## src/rtl/bip_pkg.sv

```systemverilog
// bip_pkg: shared widths, opcodes, FSM states and mux encodings for the BIP control unit.
package bip_pkg;
  localparam int AB = 11;
  localparam int DB = 16;
  localparam int OPW = 5;
  localparam int CW = 16;
  localparam logic [OPW-1:0] OP_HLT  = 5'b00000;
  localparam logic [OPW-1:0] OP_STO  = 5'b00001;
  localparam logic [OPW-1:0] OP_LD   = 5'b00010;
  localparam logic [OPW-1:0] OP_LDI  = 5'b00011;
  localparam logic [OPW-1:0] OP_ADD  = 5'b00100;
  localparam logic [OPW-1:0] OP_ADDI = 5'b00101;
  localparam logic [OPW-1:0] OP_SUB  = 5'b00110;
  localparam logic [OPW-1:0] OP_SUBI = 5'b00111;
  localparam logic [1:0] SEL_A_RAM = 2'd0;
  localparam logic [1:0] SEL_A_IMM = 2'd1;
  localparam logic [1:0] SEL_A_ALU = 2'd2;
  localparam logic SEL_B_RAM = 1'b0;
  localparam logic SEL_B_IMM = 1'b1;
  typedef enum logic [2:0] {
    S_IDLE,
    S_FETCH,
    S_DECODE,
    S_EXEC,
    S_WB,
    S_HALT
  } state_e;
endpackage

```

## src/rtl/bip_decoder.sv

```systemverilog
// bip_decoder: maps opcode and execution phase to datapath controls and sequencing hints.
module bip_decoder
  import bip_pkg::*;
(
  input  logic [OPW-1:0] op_i,
  input  logic           exec_i,
  input  logic           wb_i,
  output logic [1:0]     sel_a_o,
  output logic           sel_b_o,
  output logic           alu_op_o,
  output logic           wr_acc_o,
  output logic           rd_ram_o,
  output logic           wr_ram_o,
  output logic           needs_wb_o,
  output logic           is_halt_o
);
  logic is_ldi, is_imm_alu, is_ld, is_ram_alu;
  always_comb begin
    is_ldi     = op_i == OP_LDI;
    is_imm_alu = op_i == OP_ADDI || op_i == OP_SUBI;
    is_ld      = op_i == OP_LD;
    is_ram_alu = op_i == OP_ADD || op_i == OP_SUB;
    needs_wb_o = is_ld || is_ram_alu;
    is_halt_o  = op_i == OP_HLT;
    wr_acc_o   = (exec_i && (is_ldi || is_imm_alu)) || (wb_i && needs_wb_o);
    rd_ram_o   = exec_i && needs_wb_o;
    wr_ram_o   = exec_i && op_i == OP_STO;
    sel_b_o    = exec_i && is_imm_alu ? SEL_B_IMM : SEL_B_RAM;
    alu_op_o   = (exec_i && op_i == OP_SUBI) || (wb_i && op_i == OP_SUB);
    sel_a_o    = (exec_i && is_imm_alu) || (wb_i && is_ram_alu) ? SEL_A_ALU :
                 exec_i && is_ldi ? SEL_A_IMM : SEL_A_RAM;
  end
endmodule

```

## src/rtl/bip_control.sv

```systemverilog
// bip_control: BIP fetch/decode/sequencing unit owning PC, IR and the run-cycle counter.
module bip_control
  import bip_pkg::*;
#(
  parameter int AB  = bip_pkg::AB,
  parameter int DB  = bip_pkg::DB,
  parameter int OPW = bip_pkg::OPW,
  parameter int CW  = bip_pkg::CW
) (
  input  logic              clk,
  input  logic              reset,
  input  logic              start,
  input  logic [DB-1:0]     pm_data,
  output logic [AB-1:0]     pm_addr,
  output logic [DB-OPW-1:0] dm_addr,
  output logic [DB-1:0]     operand_ext,
  output logic [1:0]        sel_a,
  output logic              sel_b,
  output logic              alu_op,
  output logic              wr_acc,
  output logic              rd_ram,
  output logic              wr_ram,
  output logic              halted,
  output logic [CW-1:0]     cycle_count
);
  localparam int OW = DB - OPW;
  state_e        state_q;
  logic [AB-1:0] pc_q;
  logic [DB-1:0] ir_q;
  logic [CW-1:0] cnt_q;
  logic          exec, wb, needs_wb, is_halt, running;
  assign exec        = state_q == S_EXEC;
  assign wb          = state_q == S_WB;
  assign running     = state_q inside {S_FETCH, S_DECODE, S_EXEC, S_WB};
  assign pm_addr     = pc_q;
  assign dm_addr     = ir_q[OW-1:0];
  assign operand_ext = {{OPW{ir_q[OW-1]}}, ir_q[OW-1:0]};
  assign halted      = state_q == S_HALT;
  assign cycle_count = cnt_q;
  bip_decoder u_dec (
    .op_i      (ir_q[DB-1 -: OPW]),
    .exec_i    (exec),
    .wb_i      (wb),
    .sel_a_o   (sel_a),
    .sel_b_o   (sel_b),
    .alu_op_o  (alu_op),
    .wr_acc_o  (wr_acc),
    .rd_ram_o  (rd_ram),
    .wr_ram_o  (wr_ram),
    .needs_wb_o(needs_wb),
    .is_halt_o (is_halt)
  );
  always_ff @(posedge clk) begin
    if (reset) begin
      state_q <= S_IDLE;
      pc_q    <= '0;
      ir_q    <= '0;
      cnt_q   <= '0;
    end else begin
      if (running && cnt_q != '1) cnt_q <= cnt_q + 1'b1;
      case (state_q)
        S_IDLE: begin
          pc_q <= '0;
          if (start) state_q <= S_FETCH;
        end
        S_FETCH: state_q <= S_DECODE;
        S_DECODE: begin
          ir_q    <= pm_data;
          state_q <= S_EXEC;
        end
        S_EXEC: begin
          if (is_halt) state_q <= S_HALT;
          else if (needs_wb) state_q <= S_WB;
          else begin
            pc_q    <= pc_q + 1'b1;
            state_q <= S_FETCH;
          end
        end
        S_WB: begin
          pc_q    <= pc_q + 1'b1;
          state_q <= S_FETCH;
        end
        default: state_q <= S_HALT;
      endcase
    end
  end
endmodule

```

## config.mk

```make
export PLATFORM = sky130hd
export DESIGN_NAME = bip_control
export DESIGN_NICKNAME = d
export VERILOG_FILES = /design/src/rtl/bip_pkg.sv /design/src/rtl/bip_decoder.sv /design/src/rtl/bip_control.sv
export SDC_FILE = /design/constraint.sdc
export NUM_CORES = 1
export LEC_CHECK = 0
export CAP_MARGIN = 20
export CORE_ASPECT_RATIO = 0.9
export CORE_UTILIZATION = 25
export CTS_CLUSTER_DIAMETER = 40
export CTS_CLUSTER_SIZE = 14
export DETAILED_ROUTE_END_ITERATION = 10
export PLACE_DENSITY = 0.56
export SETUP_SLACK_MARGIN = 0.1
export SLEW_MARGIN = 0
export SYNTH_ARGS = -nofsm -noshare
export SYNTH_HDL_FRONTEND = slang
export SYNTH_HIERARCHICAL = 1
export SYNTH_SLANG_ARGS = --single-unit
```

## constraint.sdc

```tcl
create_clock -name clk -period 1.86 [get_ports clk]
set_input_delay 0.279 -clock clk [delete_from_list [all_inputs] [get_ports clk]]
set_output_delay 0.279 -clock clk [all_outputs]
set_load 0.01 [all_outputs]
```

Word-level counts from Yosys, hierarchy flattened
Cells that the tools add are included.
{"block": "op_classes", "add_sub_neg": 2, "mul": 0, "div": 0, "magnitude_cmp": 0, "eq_ne": 16, "shifts": 0, "mux": 10, "bitwise": 0, "n_reduce_logical": 22}
{"cell": "$pmux 11 s3", "count": 1}
{"cell": "$mux 11", "count": 2}
{"cell": "$eq 5x3->1 const B", "count": 4}
{"cell": "$add 16x1->16 const B", "count": 1}
{"cell": "$ne 16x16->1 const B", "count": 1}
{"cell": "$pmux 3 s5", "count": 1}
{"cell": "$add 11x1->11 const B", "count": 1}
{"cell": "$eq 5x2->1 const B", "count": 2}
{"cell": "$logic_and 1x1->1", "count": 10}
{"cell": "$mux 3", "count": 3}
{"cell": "$logic_or 1x1->1", "count": 7}
{"cell": "$eq 3x2->1 const B", "count": 2}
{"cell": "$eq 3x3->1 const B", "count": 2}
{"cell": "$ne 2x2->1 const B", "count": 3}
{"cell": "$eq 5x1->1 const B", "count": 1}
{"cell": "$logic_not 5->1", "count": 1}
{"cell": "$reduce_bool 4->1", "count": 1}
{"cell": "$eq 3x1->1 const B", "count": 1}
{"cell": "$logic_not 3->1", "count": 1}
{"cell": "$reduce_and 3->1", "count": 1}
{"cell": "$reduce_bool 3->1", "count": 1}
{"cell": "$mux 1", "count": 2}
{"cell": "$mux 2", "count": 1}
{"block": "word_totals", "ff_bits": 46, "latchBits": 0, "mem_bits_rw": 0, "romBits": 0, "input_bits": 19, "output_inout_bits": 62, "mem_count": 0}

Longest topological paths before layout
{"block": "depth", "depth_word": 6, "depth_mapped": 7, "mapped_depth_nobuf": 6}

Cells and area by module
Netlist, hierarchy kept.
{"mod": "bip_control", "instances": 1, "cells_each": 278, "area_per_inst_um2": 2303.5, "seq_area_each_um2": 920.9}
{"mod": "bip_decoder", "instances": 1, "cells_each": 13, "area_per_inst_um2": 115.1, "seq_area_each_um2": 0.0}

Worst setup path before layout
OpenSTA, ideal clock, no wires.
{"block": "synth_path", "path_type": "register -> register", "startpoint": "register ir_q[13]", "endpoint": "register pc_q[5], in the netlist pm_addr[5]", "setup_time_ns": 0.070, "arrival_ns": 1.693, "required_time_ns": 1.790, "path_slack_ns": 0.097, "path_stages_with_launch": 6, "synth_period_minus_slack_ns": 1.763, "path_cell_list": "dfxtp_1 nor2_1 nor4_1 o32a_4 or4_1 a21oi_1"}
{"block": "synth_between", "elab_chain_cells": 5, "word_cells_on_any_way": 9, "classes_between": "eq/ne: 5; reduce/logical: 4"}
{"element": "start, declared", "line": "bip_control.sv:29", "source": "logic [DB-1:0] ir_q;"}
{"element": "start signal, assigned", "line": "bip_control.sv:68", "source": "ir_q <= pm_data;"}
{"element": "$eq 5x3->1", "line": "bip_decoder.sv:22", "source": "is_ram_alu = op_i == OP_ADD || op_i == OP_SUB;"}
{"element": "$logic_or 1x1->1", "line": "bip_decoder.sv:22"}
{"element": "$logic_or 1x1->1 *", "line": "bip_decoder.sv:23", "source": "needs_wb_o = is_ld || is_ram_alu;"}
{"element": "via needs_wb", "line": "bip_control.sv:31", "source": "logic exec, wb, needs_wb, is_halt, running;"}
{"element": "$ne 2x2->1 (no source line) *"}
{"element": "$reduce_and 3->1 (no source line) *"}
{"element": "end signal, assigned", "line": "bip_control.sv:75", "source": "pc_q <= pc_q + 1'b1;"}
{"element": "end signal, assigned", "line": "bip_control.sv:80", "source": "pc_q <= pc_q + 1'b1;"}
{"element": "end, declared", "line": "bip_control.sv:28", "source": "logic [AB-1:0] pc_q;"}
The timed path passes the listed nets; every way through them passes the cells marked *.
A chain may end at the register's enable or synchronous reset.

Worst setup path after layout
{"block": "layout_path", "startpoint": "register state_q[1]", "endpoint": "output alu_op"}
{"block": "layout_between", "elab_chain_cells": 3, "word_cells_on_any_way": 5, "classes_between": "eq/ne: 2; reduce/logical: 3"}
{"element": "start, declared", "line": "bip_control.sv:27", "source": "state_e state_q;"}
{"element": "start signal, assigned", "line": "bip_control.sv:55", "source": "state_q <= S_IDLE;"}
{"element": "start signal, assigned", "line": "bip_control.sv:64", "source": "if (start) state_q <= S_FETCH;"}
{"element": "start signal, assigned", "line": "bip_control.sv:66", "source": "S_FETCH: state_q <= S_DECODE;"}
{"element": "$eq 3x3->1", "line": "bip_control.sv:33", "source": "assign wb = state_q == S_WB;"}
{"element": "via wb", "line": "bip_control.sv:31"}
{"element": "$logic_and 1x1->1", "line": "bip_decoder.sv:29", "source": "alu_op_o = (exec_i && op_i == OP_SUBI) || (wb_i && op_i == OP_SUB);"}
{"element": "$logic_or 1x1->1", "line": "bip_decoder.sv:29"}
{"element": "end, declared", "line": "bip_control.sv:19", "source": "output logic alu_op,"}
The timed path passes the listed nets, and every way through them passes these cells.

==> impl_metrics.ini <==
[clocking]
htreeDepth = 2
clk_latency_ps = 300
hold_buffers = 0
path_clk_slew_ps = 80
numCtsBuffers = 5
cts_buffer_depth = 2
cts_tree = yes
cts.sinks = 46
cts_root_buf = clkbuf_8

[sta]
fmax_ghz = 0.5347
layout_min_cycle_time_ps = 1870
worst_slack_ps = -10.05
tns_ps = -10.05
finalHoldViolations = 0
report.final.slew_viol_count = 0
worstMarginPinSlew_ps = 681.1
finClkSkew_ps = 7.624
hold_slack_ps = 474.3
slew_headroom_pct = 54.59
rsz0062_at_grt = true
period_share_pct = 100.5
setup_violations = 1

[routing]
drc = 0
dr.pass1.iters = 4
vias_per_cell = 4.770
routed_wl_mm = 6.404
vias = 2390
wire_per_inst_um = 12.78
drtAntennaViolNets = 0
drt-initial-drc-count = 51

[floorplanning]
fp.dieW_um = 105.7
coreArea_mm2 = 0.009249
start_util_pct = 26.15
die_h_um = 95.31
fp-row-count = 33
io_pins = 81
die_area_mm2 = 0.01007

[global_route]
antenna_found_initial = 0
grt_pass1_vias = 2146
gr-total-overflow = 0
grt_first_pass_wirelength_mm = 10.12
grt_max_degree = 22
track_usage_pct = 12.43

[worst_hold_path]
hold_depth = 2
min_path_type = flop to flop

[worst_setup_path]
reg2regPathDepth = 5
worstSetupPathType = flop to output pin
cp_max_fo = 4
cp.arrival_ps = 1590
required_ps = 1580
start_kind = flop
crit_path_end_kind = output pin

[run_status]
violations = setup timing
status = finished with violations

[yosys]
synth_cell_type_count = 43
synth.yosys.warnings = 6
syn_area_mm2 = 0.002419
seq_area_frac_synth_pct = 38.08
synth_commonest_cells = dfxtp_1, a21oi_1, nand2_1
yosysTopAreaCellShare_pct = 38.08
synth_seq_cells = 46
synth_edf_count = 0
ys_top_cells_by_area = dfxtp_1, buf_4, a21oi_1
ys.flop_type = dfxtp_1
synthDominantAreaCellType = dfxtp_1
synth.most_common_cell = dfxtp_1
synthesis.nets = 312
synth_cells = 291
syn_area_per_cell_um2 = 8.311
synthArstFlopShare_pct = 0

[job]
maxCapViolCount = 0

[power]
powerDensity_mw_per_mm2 = 632.5
leakage_nw = 1.243
peakVddDrop_mv = 0.2789
switchingPower_mw = 0.6478
switching_share_pct = 28.59
pwr-share-clk_pct = 28.2
cellInternalPower_mw = 1.618
power_frac_seq_pct = 47.4
combPwrFrac_pct = 24.4

[final_layout]
diodes = 0
nNetsFinal = 399
final_core_util_pct = 38.73
nFillCells = 971
area_growth_pct = 48.11
drive_gt1_share_pct = 23.48
design_area_mm2 = 0.003582

[placed_design]
post_dp_cell_area_mm2 = 0.003366
io_buffers = 80
place_hpwl_mm = 4.629
place_ws_ps = -69.73
gp_congestion = 0.7724
## path summary, 6_finish.rpt
| path | to | slack (ps) | startpoint |
|---|---|---|---|
| setup / recovery | alu_op | -10 | state_q[1] |
| hold reg to reg | ir_q[9] | 470 | ir_q[9] |
| setup reg to reg | pm_addr[10] | 100 | ir_q[12] |
| hold / removal | ir_q[9] | 470 | ir_q[9] |
## flip-flops by register name (all words and copies together), names as in the netlist
signal / count
cycle_count: 16
ir_q: 16
pm_addr: 11
state_q: 3
## repair_timing
item | 4_1_cts | 5_1_grt
endpoints found under the setup margin | 20 | 20
resized for setup | 32 | 24
buffers inserted | 4 | 3
pin swaps | 1 | 9
## placed cells by master, fill, tap and decap left out, types with 2 or more instances in the layout
cell             instances
o21ai_1                  2
buf_6                    3
and4_1                   3
clkbuf_8                 6
nand4_1                  5
nand3b_1                 2
dfxtp_1                 38
dfxtp_2                  5
or3_1                   10
nor2_1                   3
o31ai_1                 13
nor3_1                   4
a21oi_1                 39
and3_1                   3
or4_4                    2
and3b_2                  2
clkdlybuf4s50_1         72
o21ai_0                  8
inv_1                    7
dfxtp_4                  3
buf_2                    2
and4_2                   3
nand2_1                 41
nor2b_1                  2
a21oi_2                  3
nand3_1                 14
or4_1                   11
clkbuf_2                 4
buf_4                   37
## power by group through the flow
stage / Clock [mW] / Combinational, mW / Sequential [mW]
after floorplan: 0 / 0.308 / 1.09
after global placement: 0 / 0.528 / 1.09
after detailed placement: 0 / 0.536 / 1.09
after CTS: 0.669 / 0.546 / 1.07
after global routing: 0.705 / 0.607 / 1.08
final: 0.640 / 0.552 / 1.07
## stage by stage
| step | total power, mW | instances |
|---|---|---|
| final | 2.266 | 501 |
| after detailed placement | 1.626 | 486 |
| after CTS | 2.288 | 498 |
| after global placement | 1.615 | 486 |
| after global routing | 2.395 | 501 |
| after floorplan | 1.402 | 291 |
## critical path: stages, from the launching register on
cell and delay, ps:
dfxtp_4 370, nor3b_4 220, mux2i_2 100, buf_4 150, buf_6 100, and4b_1 230
buf_2 130
## routing by layer
| layer | up-vias | GRT usage (%) | share of wire, % |
|---|---|---|---|
| met5 | - | 0 | 0 |
| met4 | 0 | 3.125 | 0.69 |
| met3 | 5 | 2.734 | 4.1 |
| met2 | 48 | 21.30 | 47 |
| met1 | 1126 | 15.91 | 48 |
| li1 | 1211 | - | - |
## logic make-up (layout without fill, tap and decap cells)
logic type,after synthesis,after routing,synth area share [%]
AND/OR/NAND/NOR,119,119,29.02
AO/OA/AOI/OAI,72,72,17.85
buffers and inverters,48,136,12.36
flip-flops,46,46,38.08
multiplexers,3,3,1.293
adder cells (fa/ha/maj),2,2,1.034
XOR/XNOR,1,1,0.3622
## layout make-up
cell class | count | area [um2] | area share [%]
well taps | 122 | 152.6 | 4.261
inverters | 8 | 30.03 | 0.8383
repair buffers | 120 | 1091 | 30.46
multi-input cells | 197 | 1279 | 35.70
flip-flops and latches | 46 | 938.4 | 26.20
clock inverters | 1 | 5.005 | 0.1397
clock buffers | 7 | 86.33 | 2.410
(Power assumes the default switching activity.)
